==> src/rtl/riscv_pkg.sv <==
// Shared widths, ALU operation codes and the operand-slot record used by the
// ID/EX issue stage.
package riscv_pkg;

  localparam int XLEN   = 32;
  localparam int REG_AW = 5;
  localparam int SEL_W  = 4;

  localparam logic [SEL_W-1:0] ALU_ADD = 4'd0;
  localparam logic [SEL_W-1:0] ALU_SLL = 4'd1;
  localparam logic [SEL_W-1:0] ALU_SLT = 4'd2;
  localparam logic [SEL_W-1:0] ALU_XOR = 4'd4;
  localparam logic [SEL_W-1:0] ALU_SRL = 4'd5;
  localparam logic [SEL_W-1:0] ALU_OR  = 4'd6;
  localparam logic [SEL_W-1:0] ALU_AND = 4'd7;
  localparam logic [SEL_W-1:0] ALU_SUB = 4'd8;
  localparam logic [SEL_W-1:0] ALU_SRA = 4'd13;
  localparam logic [SEL_W-1:0] ALU_MUL = 4'd15;

  typedef struct packed {
    logic              valid;
    logic [REG_AW-1:0] rs1_addr;
    logic [REG_AW-1:0] rs2_addr;
    logic [XLEN-1:0]   rs1_val;
    logic [XLEN-1:0]   rs2_val;
    logic              use_imm;
    logic [SEL_W-1:0]  alusel;
    logic [REG_AW-1:0] rd;
    logic              rd_we;
  } slot_t;

  // Overwrite any operand whose source register is being written back now.
  // x0 is never forwarded; immediate operands are never forwarded.
  function automatic slot_t apply_fwd(input slot_t s, input logic we,
                                      input logic [REG_AW-1:0] rd,
                                      input logic [XLEN-1:0] data);
    slot_t r;
    r = s;
    if (we && (rd != '0)) begin
      if (r.rs1_addr == rd) r.rs1_val = data;
      if (!r.use_imm && (r.rs2_addr == rd)) r.rs2_val = data;
    end
    return r;
  endfunction

endpackage

==> src/rtl/operand_slot.sv <==
// One buffered instruction entry. Either loads a new record or keeps its own,
// and in both cases applies the current writeback forward before storing.
module operand_slot
  import riscv_pkg::*;
(
  input  logic              clk,
  input  logic              rst_n,
  input  logic              load,
  input  slot_t             load_data,
  input  logic              kill,
  input  logic              fwd_we,
  input  logic [REG_AW-1:0] fwd_rd,
  input  logic [XLEN-1:0]   fwd_data,
  output slot_t             q
);

  slot_t src;
  slot_t nxt;

  always_comb begin
    src = load ? load_data : q;
    nxt = apply_fwd(src, fwd_we, fwd_rd, fwd_data);
    // Invalidation wins over any load; data is left as-is.
    if (kill) nxt.valid = 1'b0;
  end

  always_ff @(posedge clk or negedge rst_n) begin
    if (!rst_n) q <= '0;
    else        q <= nxt;
  end

endmodule

==> src/rtl/id_ex_operand_stage.sv <==
// ID/EX operand issue stage: two-entry skid buffer (main + skid slot) with
// writeback forwarding; ALU operands come straight from the main slot.
module id_ex_operand_stage #(
  parameter int XLEN   = 32,
  parameter int REG_AW = 5,
  parameter int SEL_W  = 4
) (
  input  logic              clk,
  input  logic              rst_n,
  input  logic              in_valid,
  output logic              in_ready,
  input  logic [REG_AW-1:0] in_rs1_addr,
  input  logic [REG_AW-1:0] in_rs2_addr,
  input  logic [XLEN-1:0]   in_rs1_data,
  input  logic [XLEN-1:0]   in_rs2_data,
  input  logic              in_use_imm,
  input  logic [XLEN-1:0]   in_imm,
  input  logic [SEL_W-1:0]  in_alusel,
  input  logic [REG_AW-1:0] in_rd_addr,
  input  logic              in_rd_we,
  input  logic              fwd_we,
  input  logic [REG_AW-1:0] fwd_rd,
  input  logic [XLEN-1:0]   fwd_data,
  input  logic              flush,
  output logic              out_valid,
  input  logic              out_ready,
  output logic [XLEN-1:0]   RS1,
  output logic [XLEN-1:0]   RS2,
  output logic [SEL_W-1:0]  ALUsel,
  output logic [REG_AW-1:0] out_rd_addr,
  output logic              out_rd_we,
  output logic [1:0]        occupancy
);

  import riscv_pkg::*;

  slot_t main_q, skid_q, in_beat, main_d;
  logic  accept, drain, main_take;
  logic  main_load, main_kill, skid_load, skid_kill;

  // Skid valid is a register, so in_ready never sees out_ready combinationally.
  assign in_ready  = !skid_q.valid;
  assign accept    = in_valid & in_ready;
  assign drain     = main_q.valid & out_ready;
  assign main_take = !main_q.valid | drain;

  always_comb begin
    in_beat          = '0;
    in_beat.valid    = 1'b1;
    in_beat.rs1_addr = in_rs1_addr;
    in_beat.rs2_addr = in_rs2_addr;
    in_beat.rs1_val  = in_rs1_data;
    in_beat.rs2_val  = in_use_imm ? in_imm : in_rs2_data;
    in_beat.use_imm  = in_use_imm;
    in_beat.alusel   = in_alusel;
    in_beat.rd       = in_rd_addr;
    in_beat.rd_we    = in_rd_we;
  end

  always_comb begin
    main_load = 1'b0;
    main_kill = flush;
    main_d    = in_beat;
    skid_load = 1'b0;
    skid_kill = flush;
    if (main_take) begin
      if (skid_q.valid) begin
        main_load = 1'b1;
        main_d    = skid_q;
        skid_load = accept;
        skid_kill = flush | !accept;
      end else begin
        main_load = accept;
        main_kill = flush | !accept;
      end
    end else begin
      skid_load = accept;
    end
  end

  operand_slot u_main (
    .clk       (clk),
    .rst_n     (rst_n),
    .load      (main_load),
    .load_data (main_d),
    .kill      (main_kill),
    .fwd_we    (fwd_we),
    .fwd_rd    (fwd_rd),
    .fwd_data  (fwd_data),
    .q         (main_q)
  );

  operand_slot u_skid (
    .clk       (clk),
    .rst_n     (rst_n),
    .load      (skid_load),
    .load_data (in_beat),
    .kill      (skid_kill),
    .fwd_we    (fwd_we),
    .fwd_rd    (fwd_rd),
    .fwd_data  (fwd_data),
    .q         (skid_q)
  );

  assign out_valid   = main_q.valid;
  assign RS1         = main_q.rs1_val;
  assign RS2         = main_q.rs2_val;
  assign ALUsel      = main_q.alusel;
  assign out_rd_addr = main_q.rd;
  assign out_rd_we   = main_q.rd_we;
  assign occupancy   = {1'b0, main_q.valid} + {1'b0, skid_q.valid};

endmodule

==> config.mk <==
export PLATFORM = sky130hd
export DESIGN_NAME = id_ex_operand_stage
export DESIGN_NICKNAME = d
export VERILOG_FILES = /design/src/rtl/riscv_pkg.sv /design/src/rtl/operand_slot.sv /design/src/rtl/id_ex_operand_stage.sv
export SDC_FILE = /design/constraint.sdc
export NUM_CORES = 1
export LEC_CHECK = 0
export CORE_MARGIN = 3
export CORE_UTILIZATION = 40
export DETAILED_ROUTE_END_ITERATION = 10
export HOLD_SLACK_MARGIN = 0.06
export PLACE_DENSITY = 0.76
export SYNTH_ARGS = -nofsm -noshare
export SYNTH_HDL_FRONTEND = slang
export SYNTH_HIERARCHICAL = 1
export SYNTH_SLANG_ARGS = --single-unit
==> constraint.sdc <==
create_clock -name clk -period 6.04 [get_ports clk]
set_clock_uncertainty 0.15 [all_clocks]
set_input_delay 0.906 -clock clk [delete_from_list [all_inputs] [get_ports clk]]
set_output_delay 0.906 -clock clk [all_outputs]
set_load 0.005 [all_outputs]
Word-level counts from Yosys, hierarchy flattened --
Cells that the tools add are included.
Word-level totals: output and inout port bits 78, word-level logic and storage cells 59, register bits 172, input port bits 160
Operators by class: multiplexer cells 21, add/subtract/negate cells 1, reductions and logical operators 11, bitwise operators 4, equality and inequality tests 4
Operator list (number):
- $mux W86 | 2
- $mux W85 | 2
- $mux W32 | 5
- $mux W64 | 2
- $eq A5 B5 Y1 | 4
- $mux W1 | 10
- $logic_not A1 Y1 | 5
- $reduce_bool A5 Y1 | 1
- $reduce_bool A2 Y1 | 2
- $logic_and A1 B1 Y1 | 3
- $add A1 B1 Y2 | 1
- $and A1 B1 Y1 | 2
- $or A1 B1 Y1 | 2

Depth between registers and ports, before layout --
Gate-level depths: netlist of run 1.
depth in word-level cells 9, depth in mapped cells 11, mapped depth without buffers 8

By module --
The synthesis of run 1 kept the hierarchy.
Modules (own cells, without submodules):
- operand_slot | seq. area each 2152.1 µm², times used 2, cells each 275, area an instance 4241.6 µm²
- id_ex_operand_stage | seq. area each 0.0 µm², times used 1, cells each 140, area an instance 1774.2 µm²

Least setup slack after synthesis of run 1 --
OpenSTA, ideal clock, no wires.
kind input-to-reg, start in out_ready, end reg u_main/q[44] in the netlist's numbering, data required time 5765 ps, arrival 2988 ps, path slack 2777 ps, cell stages on the path 10, setup time 125 ps, path buffers 2, cells stage by stage nand2b_4 nand2_2 buf_6 mux2_2 mux2_4 xor2_1 nor4_2 nand4b_2 buf_6 mux2_4
RTL lines:
- start: declaration | RTL line id_ex_operand_stage.sv:26 | input logic out_ready,
- end signal: assignment | RTL line operand_slot.sv:29 | else q <= nxt;
- end: declaration | RTL line operand_slot.sv:14 | output slot_t q

==> out/metrics.csv, run 1 <==
stage,metric,value,unit
power_and_ir_drop,total power,3.90,mW
routing,final WL,24300,µm
setup_path,largest stage delay on the critical path,0.77,ns
sta,"Period Utilization, post-route",73.0,%
setup_path,WP buf/inv,2,
sta,RSZ-0062 raised after global routing,no,
routing,Wirelength per Cell,19.5,µm
setup_path,"delay-heaviest family, CP",simple AND/OR/NAND/NOR gates,
synthesis,most area-hungry cell type in the Yosys netlist,dfrtp_1,
cts,clock sinks,172,
die,die area,27600,µm²
cts,hold_buf cts,0,
cts,insertion delay to the later sink of the worst-skew pair,0.44,ns
die,Die Y,166,µm
die,starting density of the core,41.4,%
flow_run,Max-cap violations,0,
setup_path,Worst setup EP type,flop,
setup_path,sequence of cells on the critical path,clkdlybuf4s50_1 > nand2b_4 > nor3b_2 > buf_4 > mux2_2 > xnor2_1 > nand4b_4 > mux2_4,
setup_path,critical-path maximum fanout,46,
cts,Root Buffer,clkbuf_16,
routing,via/cell ratio,5.02,
cts,post-CTS setup buffer count,0,
routing,drt drc,0,
routing,drt initial violations,158,
global_route,vias in the first global route,6778,
die,Die Wd,166,µm
setup_path,CP Class,in -> reg,
layout,Fill cells,2070,
cts,CTS tree,done,
layout,Area Growth Syn to Fin,31.0,%
sta,Rel. slew slack,32.9,%
cts,H-tree depth,4,
sta,Period minus WS final,4.41,ns
power_and_ir_drop,worst vdd ir,175,µV
global_route,antenna violations before repair,2,
place,PortBufs,237,
synthesis,register bit total from synthesis,172,
routing,Final ANT Viol Nets,0,
layout,ratio of cells with drive above 1 in the final layout,50.2,%
sta,worst-margin pin slew,1.01,ns
global_route,GRT Resource Usage Total,17.7,%
sta,setup TNS,0,ns
routing,via count,6285,
sta,Fin. Hold Viols,0,
layout,post-route cell area,13400,µm²
place,DP Wirelength,16700,µm
synthesis,yosys warns,6,
layout,"Core Util, Final",54.3,%
setup_path,Worst Path Arrival,4.57,ns
hold_path,Hold Crit Class,reg -> reg,
power_and_ir_drop,Leak,5.92,nW
layout,# diodes,0,
die,IO Pins,238,
synthesis,post-synthesis sequential area ratio,42.0,%
synthesis,Mapped Area,10300,µm²
die,total core area,24700,µm²
outcome,status,"finished, final reports clean",
sta,final setup vio count,0,
global_route,first-pass GRT wire length,39200,µm
cts,CTS buffer count,17,
synthesis,post-synthesis cell type count,30,
place,DP Area,12800,µm²
synthesis,Mapped Cells,690,
synthesis,top-area cell type share of the netlist area,42.0,%
synthesis,Post-Syn Area per Cell,14.9,µm²
power_and_ir_drop,power per cell area,290,nW/µm²
sta,f_max,227,MHz
die,row count,57,
setup_path,startpoint types,primary input,
cts,CTS Buffer Depth,2,
synthesis,ranking of synthesized cells by area,"dfrtp_1, mux2_2, mux2_4",
place,routability cong.,0.743,
sta,Max Slew Vio Count,0,
routing,DR pass1 iterations,4,
setup_path,CP required,6.20,ns
cts,CTS resizes,0,
setup_path,"Slowest-stage cell, CP",nand4b_4,
layout,"Net count, final",1075,
global_route,pin count of the biggest net entering global routing,108,
cts,clk slew on worst S/H paths,0.07,ns
global_route,GRT overflow,0,
==> cells in the mapped netlist <==
cell type,number
or4_1,2
buf_8,2
xor2_1,14
buf_6,15
buf_4,6
buf_2,8
nand2_2,1
ha_1,1
nand2_1,2
conb_1,1
xnor2_1,6
nand2b_4,1
o21ai_0,2
mux2i_1,2
o21a_1,1
buf_1,4
a21o_1,1
nand2b_1,1
nor3_1,2
clkbuf_1,10
mux2_2,277
nand4b_2,2
inv_1,3
nor3b_1,3
o2111ai_2,2
dfrtp_1,172
nor4_2,2
nor2_1,9
mux2_1,6
mux2_4,132
==> final timing paths <==
| path | slack, ns | endpoint | start | cells after the start |
|---|---|---|---|---|
| max | 1.63 | u_skid/q[58] | out_ready | 8 |
| min | 0.35 | u_main/q[83] | u_main/q[83] | 1 |
| max reg2reg | 2.13 | u_skid/q[58] | u_main/q[85] | 7 |
| min reg2reg | 0.35 | u_main/q[83] | u_main/q[83] | 1 |
| max in group asynchronous | 3.99 | u_skid/q[11] | rst_n | 2 |
| min in group asynchronous | 0.45 | u_skid/q[20] | rst_n | 1 |
==> kinds of logic after synthesis <==
group,share of synthesized area [%]
AO/OA/AOI/OAI,0.537
buffers and inverters,3.39
multiplexers,50.6
flip-flops,42.0
other,0.0366
adder cells (fa/ha/maj),0.122
XOR/XNOR,1.71
AND/OR/NAND/NOR,1.66
==> routing by layer <==
layer	routed length [µm]	global-route usage (%)	vias to the layer above
li1	-	-	2971
met1	11000	23.5	3139
met2	11700	28.9	156
met3	1540	5.76	15
met4	152	3.15	4
met5	24	0	-
==> report_power, final <==
part	internal, mW	leakage [nW]	switching, mW
Combinational	0.821	3.56	0.342
Sequential	1.48	2.07	0.159
Clock	0.565	0.288	0.535
==> sequential cells by signal, indices dropped and copies added, names as in the netlist <==
signal / flops
u_main/q: 86
u_skid/q: 86
==> layout by cell type (no fill, tap or decap), types with 3 or more instances in the layout <==
| cell | n |
|---|---|
| clkinv_4 | 5 |
| xnor2_1 | 6 |
| mux2_4 | 132 |
| mux2_2 | 277 |
| xor2_1 | 14 |
| dfrtp_1 | 172 |
| mux2_1 | 6 |
| clkinv_8 | 3 |
| inv_8 | 5 |
| buf_4 | 12 |
| clkdlybuf4s50_1 | 235 |
| nor2_1 | 9 |
| inv_1 | 3 |
| clkbuf_16 | 17 |
==> through the flow <==
step                hold slack, ns  setup slack [ns]  instances
floorplan                    0.325              2.78        691
global placement             0.334              1.18       1219
detailed placement           0.341              1.12       1219
CTS                          0.355              1.60       1251
global route                 0.370              1.46       1251
finish                       0.351              1.63       1251
==> layout make-up <==
class / count / area (µm²) / share of cell area (%)
tap: 324 / 405 / 3.02
inverter: 3 / 11.3 / 0.0838
multi-input combinational: 471 / 5670 / 42.2
clock buffer: 18 / 439 / 3.27
sequential: 172 / 4300 / 32.0
clock inverter: 14 / 156 / 1.16
timing repair buffer: 249 / 2460 / 18.3
Note: power is estimated with default switching activity, not from simulation.
==> inputs of run 2 (changes only) <==
- PLACE_DENSITY: 0.76 -> 0.79
- clock period: 6.04 -> 4 ns (I/O delays scaled with it)
==> out/metrics.csv, run 2 (synthesis gave the netlist of run 1 again) <==
stage,metric,value,unit,change
outcome,status,"finished, final reports clean",,
setup_path,CP required,4.15,ns,-2.05 ns
cts,H-tree depth,4,,unchanged
place,routability cong.,0.728,,-2.1%
cts,insertion delay to the later sink of the worst-skew pair,0.41,ns,-0.03 ns
cts,CTS Buffer Depth,2,,unchanged
routing,DR pass1 iterations,4,,unchanged
sta,Setup WS post-layout,0.844,ns,-0.787 ns
cts,CTS tree,done,,
routing,via/cell ratio,5.03,,+0.14%
layout,Largest regs,"u_main/q: 86 flops, u_skid/q: 86 flops",,
die,die area,27600,µm²,unchanged
layout,FF/Latch Area,4300,µm²,unchanged
layout,multi-input gate area in the final layout,5670,µm²,unchanged
routing,Final ANT Viol Nets,0,,unchanged
cts,hold_buf cts,0,,unchanged
power_and_ir_drop,Leak,5.96,nW,+0.71%
layout,# diodes,0,,unchanged
die,Die Y,166,µm,unchanged
sta,Max Slew Vio Count,0,,unchanged
setup_path,CP Class,in -> reg,,
global_route,GRT overflow,0,,unchanged
power_and_ir_drop,worst vdd ir,203,µV,+16%
sta,f_max,317,MHz,
sta,Rel. slew slack,36.2,%,+3.2 points
layout,"commonest non-fill, non-tap cell in the layout",mux2_2,,
cts,clk slew on worst S/H paths,0.07,ns,about the same
layout,Fill cells,2063,,-0.34%
routing,via count,6324,,+0.62%
routing,drt drc,0,,unchanged
layout,"Net count, final",1082,,+0.65%
global_route,pin count of the biggest net entering global routing,100,,-7.4%
cts,CTS buffer count,17,,unchanged
sta,Fin. Hold Viols,0,,unchanged
global_route,GRT Resource Usage Total,17.4,%,-0.36 points
die,IO Pins,238,,unchanged
sta,Period minus WS final,3.16,ns,
place,Setup WS pre-CTS,0.400,ns,-0.721 ns
power_and_ir_drop,power per cell area,436,nW/µm²,+50%
layout,most frequent cells in the layout,"mux2_2, clkdlybuf4s50_1, dfrtp_1",,
setup_path,Worst Path Arrival,3.31,ns,-1.26 ns
layout,Area Growth Syn to Fin,31.8,%,
place,DP Wirelength,16600,µm,-0.99%
cts,Root Buffer,clkbuf_16,,
die,row count,57,,unchanged
cts,CTS resizes,0,,unchanged
setup_path,"delay-heaviest family, CP",buffers and inverters,,
flow_run,Max-cap violations,0,,unchanged
die,Die Wd,166,µm,unchanged
sta,RSZ-0062 raised after global routing,no,,
die,total core area,24700,µm²,unchanged
sta,setup TNS,0,ns,unchanged
routing,drt initial violations,256,,+62%
sta,worst-margin pin slew,0.958,ns,-0.0482 ns
sta,hold slack,0.112,ns,-0.239 ns
global_route,antenna violations before repair,0,,-2
global_route,vias in the first global route,6927,,+2.2%
setup_path,WP buf/inv,3,,+1
die,starting density of the core,41.4,%,unchanged
place,PortBufs,237,,unchanged
hold_path,Hold Crit Class,in -> async,,
cts,clock sinks,172,,unchanged
setup_path,sequence of cells on the critical path,clkdlybuf4s50_1 > nand2b_4 > nand2_4 > buf_4 > mux2_4 > mux2_2 > xnor2_1 > o2111ai_4 > buf_4 > mux2_2,,
layout,ratio of cells with drive above 1 in the final layout,50.5,%,+0.32 points
sta,"Period Utilization, post-route",78.9,%,
routing,Wirelength per Cell,19.1,µm,-2.0%
sta,final setup vio count,0,,unchanged
routing,final WL,24000,µm,-1.5%
setup_path,"Slowest-stage cell, CP",clkdlybuf4s50_1,,
cts,post-CTS setup buffer count,0,,unchanged
setup_path,startpoint types,primary input,,
global_route,first-pass GRT wire length,38600,µm,-1.7%
setup_path,Worst setup EP type,flop,,
setup_path,critical-path maximum fanout,18,,-61%
setup_path,largest stage delay on the critical path,0.40,ns,-0.37 ns
[run 2: cell count changes in the layout (fill, tap and decap cells not counted), sizes merged]
| cell | previous run | this run |
|---|---|---|
| buf | 14 | 21 |
| clkbuf | 18 | 17 |
| clkinvlp | 1 | 2 |
| clkinv | 8 | 3 |
| bufinv | 0 | 2 |
| inv | 8 | 10 |
[run 2: layer usage]
metal	vias to the layer above	track usage [%]	share of wire (%)
li1	2975	-	-
met1	3171	21.4	43
met2	163	30.5	50
met3	15	5.09	6.1
met4	0	3.58	0.94
met5	-	0	0
[run 2: path summary, 6_finish.rpt]
kind	cells past startpoint	startpoint	end	slack, ns
worst max-delay path	10	out_ready	u_main/q[27]	0.84
worst min-delay path	1	rst_n	u_main/q[19]	0.11
worst max register to register	9	u_main/q[85]	u_main/q[27]	1.06
worst min register to register	1	u_main/q[84]	u_main/q[84]	0.35
max in group asynchronous	2	rst_n	u_skid/q[68]	2.67
min in group clk	1	u_main/q[84]	u_main/q[84]	0.35
[run 2: power breakdown]
group	total [mW]	internal, mW	switching (mW)
sequential	2.47	2.23	0.237
combinational	1.76	1.24	0.518
clock	1.67	0.933	0.732
total	5.90	4.41	1.49
[run 2: cell type report]
class / instances / share of cell area (%)
clock buffers: 17 / 3.15
flip-flops and latches: 172 / 31.8
clock inverters: 14 / 1.17
repair buffers: 256 / 18.9
multi-input cells: 471 / 41.9
inverters: 3 / 0.0833
well taps: 324 / 3.00
[run 2: per-stage QoR]
step / std cells / power [mW] / cell area, µm² / util, %
6_report: 1257 / 5.90 / 13500 / 54.6
5_1_grt: 1257 / 6.23 / 13500 / 54.6
4_1_cts: 1257 / 5.98 / 13500 / 54.6
3_5_place_dp: 1226 / 4.28 / 12900 / 52.3
3_3_place_gp: 1226 / 4.20 / 12900 / 52.3
2_1_floorplan: 691 / 3.62 / 10300 / -
==> inputs of run 3 (changes only) <==
- PLACE_DENSITY: 0.79 -> 0.76
- clock period: 4 -> 3.3 ns (I/O delays scaled with it)
==> out/metrics.csv, run 3 (synthesis gave the netlist of run 1 again) <==
stage,metric,value,unit,change
layout,"Net count, final",1099,,+1.6%
setup_path,WP buf/inv,3,,unchanged
setup_path,CP Launch Point,out_ready,,
routing,DR pass1 iterations,4,,unchanged
setup_path,"delay-heaviest family, CP",simple AND/OR/NAND/NOR gates,,
sta,RSZ-0062 raised after global routing,no,,
layout,Largest regs,"u_main/q: 86 flops, u_skid/q: 86 flops",,
routing,via count,6430,,+1.7%
sta,worst-margin pin slew,0.713,ns,-0.245 ns
layout,final cell count without fillers,1275,,+1.4%
setup_path,Worst setup EP type,flop,,
sta,Max Slew Vio Count,0,,unchanged
setup_path,sequence of cells on the critical path,clkdlybuf4s50_1 > nand2b_4 > nor3b_2 > buf_4 > mux2_4 > xor2_1 > nor4_2 > nand4b_4 > buf_4 > mux2_4,,
die,Die Wd,166,µm,unchanged
sta,Fin. Hold Viols,0,,unchanged
global_route,antenna violations before repair,0,,unchanged
layout,ratio of cells with drive above 1 in the final layout,51.3,%,+0.83 points
layout,post-route cell area,13700,µm²,+1.3%
cts,CTS resizes,0,,unchanged
setup_path,CP required,3.46,ns,-0.69 ns
global_route,GRT overflow,0,,unchanged
place,DP Wirelength,18100,µm,+9.5%
power_and_ir_drop,worst vdd ir,286,µV,+41%
hold_path,hold_sp,u_skid/q[0],,
outcome,status,"finished, final reports clean",,
cts,clock sinks,172,,unchanged
layout,Area Growth Syn to Fin,33.5,%,
die,total core area,24700,µm²,unchanged
layout,# diodes,0,,unchanged
place,dpl cells,1242,,+1.3%
flow_run,Max-cap violations,0,,unchanged
layout,most frequent cells in the layout,"mux2_2, clkdlybuf4s50_1, dfrtp_1",,
setup_path,"Slowest-stage cell, CP",clkdlybuf4s50_1,,
cts,CTS Buffer Depth,2,,unchanged
sta,hold slack,0.357,ns,+0.244 ns
setup_path,Worst Path Arrival,3.06,ns,-0.25 ns
setup_path,critical-path maximum fanout,13,,-5
global_route,vias in the first global route,7066,,+2.0%
setup_path,CP Class,in -> reg,,
cts,insertion delay to the later sink of the worst-skew pair,0.43,ns,+0.02 ns
power_and_ir_drop,Leak,6.05,nW,+1.6%
cts,clk slew on worst S/H paths,0.08,ns,about the same
sta,f_max,344,MHz,
routing,drt initial violations,295,,+15%
cts,CTS buffer count,17,,unchanged
cts,CTS tree,done,,
die,die area,27600,µm²,unchanged
power_and_ir_drop,power per cell area,527,nW/µm²,+21%
layout,"commonest non-fill, non-tap cell in the layout",mux2_2,,
place,DP Area,13100,µm²,+1.1%
setup_path,largest stage delay on the critical path,0.41,ns,about the same
routing,Final ANT Viol Nets,0,,unchanged
place,routability cong.,0.755,,+3.7%
global_route,pin count of the biggest net entering global routing,73,,-27%
global_route,GRT Resource Usage Total,18.5,%,+1.1 points
sta,setup TNS,0,ns,unchanged
die,IO Pins,238,,unchanged
sta,Period minus WS final,2.91,ns,
routing,via/cell ratio,5.04,,+0.24%
die,starting density of the core,41.4,%,unchanged
routing,final WL,25200,µm,+5.0%
hold_path,Hold Crit Class,reg -> reg,,
setup_path,startpoint types,primary input,,
global_route,first-pass GRT wire length,40900,µm,+6.1%
sta,"Period Utilization, post-route",88.1,%,
cts,H-tree depth,4,,unchanged
setup_path,r2r startpoint,u_skid/q[85],,
die,row count,57,,unchanged
die,Die Y,166,µm,unchanged
cts,Root Buffer,clkbuf_16,,
routing,Wirelength per Cell,19.7,µm,+3.5%
routing,drt drc,0,,unchanged
place,PortBufs,237,,unchanged
sta,final setup vio count,0,,unchanged
sta,Rel. slew slack,52.5,%,+16 points
## run 3: routing by layer
metal  share of wire, %  vias up  track usage (%)
li1                   -     3009                -
met1                 45     3234             24.3
met2                 48      168             30.6
met3                5.9       19             5.24
met4                1.3        0             4.23
met5                  0        -                0
## run 3: worst reg2reg max path, stage by stage, from the launching register on
cell	delay [ns]
dfrtp_1	0.50
nand2_4	0.16
mux2_2	0.34
mux2_4	0.27
xor2_1	0.15
nor4_2	0.36
nand4b_4	0.15
buf_4	0.25
mux2_4	0.34
## run 3: worst paths after layout
path	to	slack, ns	depth (start not counted)
min in group asynchronous	u_main/q[19]	0.51	2
hold reg to reg	u_skid/q[0]	0.36	1
hold / removal	u_skid/q[0]	0.36	1
setup / recovery	u_skid/q[65]	0.39	10
max in group asynchronous	u_skid/q[33]	1.62	3
setup reg to reg	u_main/q[65]	0.50	8
## run 3: cell type report
class	instances	area, µm²
Clock inverter	15	175
Multi-Input combinational cell	471	5670
Clock buffer	17	425
Timing Repair Buffer	273	2700
Inverter	3	11.3
Tap cell	324	405
Sequential cell	172	4300
Fill cell	2027	11100
## run 3: what timing repair did
item,in CTS,in global routing
hold buffers,1,0
setup buffers,0,0
endpoints found under the hold margin,69,0
endpoints found under the setup margin,0,0
## run 3: power breakdown
| part | internal (mW) | switching [mW] | total (mW) |
|---|---|---|---|
| sequential | 2.70 | 0.292 | 3.00 |
| combinational | 1.52 | 0.642 | 2.16 |
| clock | 1.08 | 0.977 | 2.06 |
| total | 5.31 | 1.91 | 7.22 |
## run 3: per-stage QoR
step | utilization (%) | total power, mW | worst slack, ns
floorplan | - | 4.38 | 0.448
global placement | 52.9 | 5.13 | -0.00106
detailed placement | 52.9 | 5.21 | -0.0539
CTS | 55.3 | 7.31 | 0.396
global route | 55.3 | 7.63 | 0.270
finish | 55.3 | 7.22 | 0.394
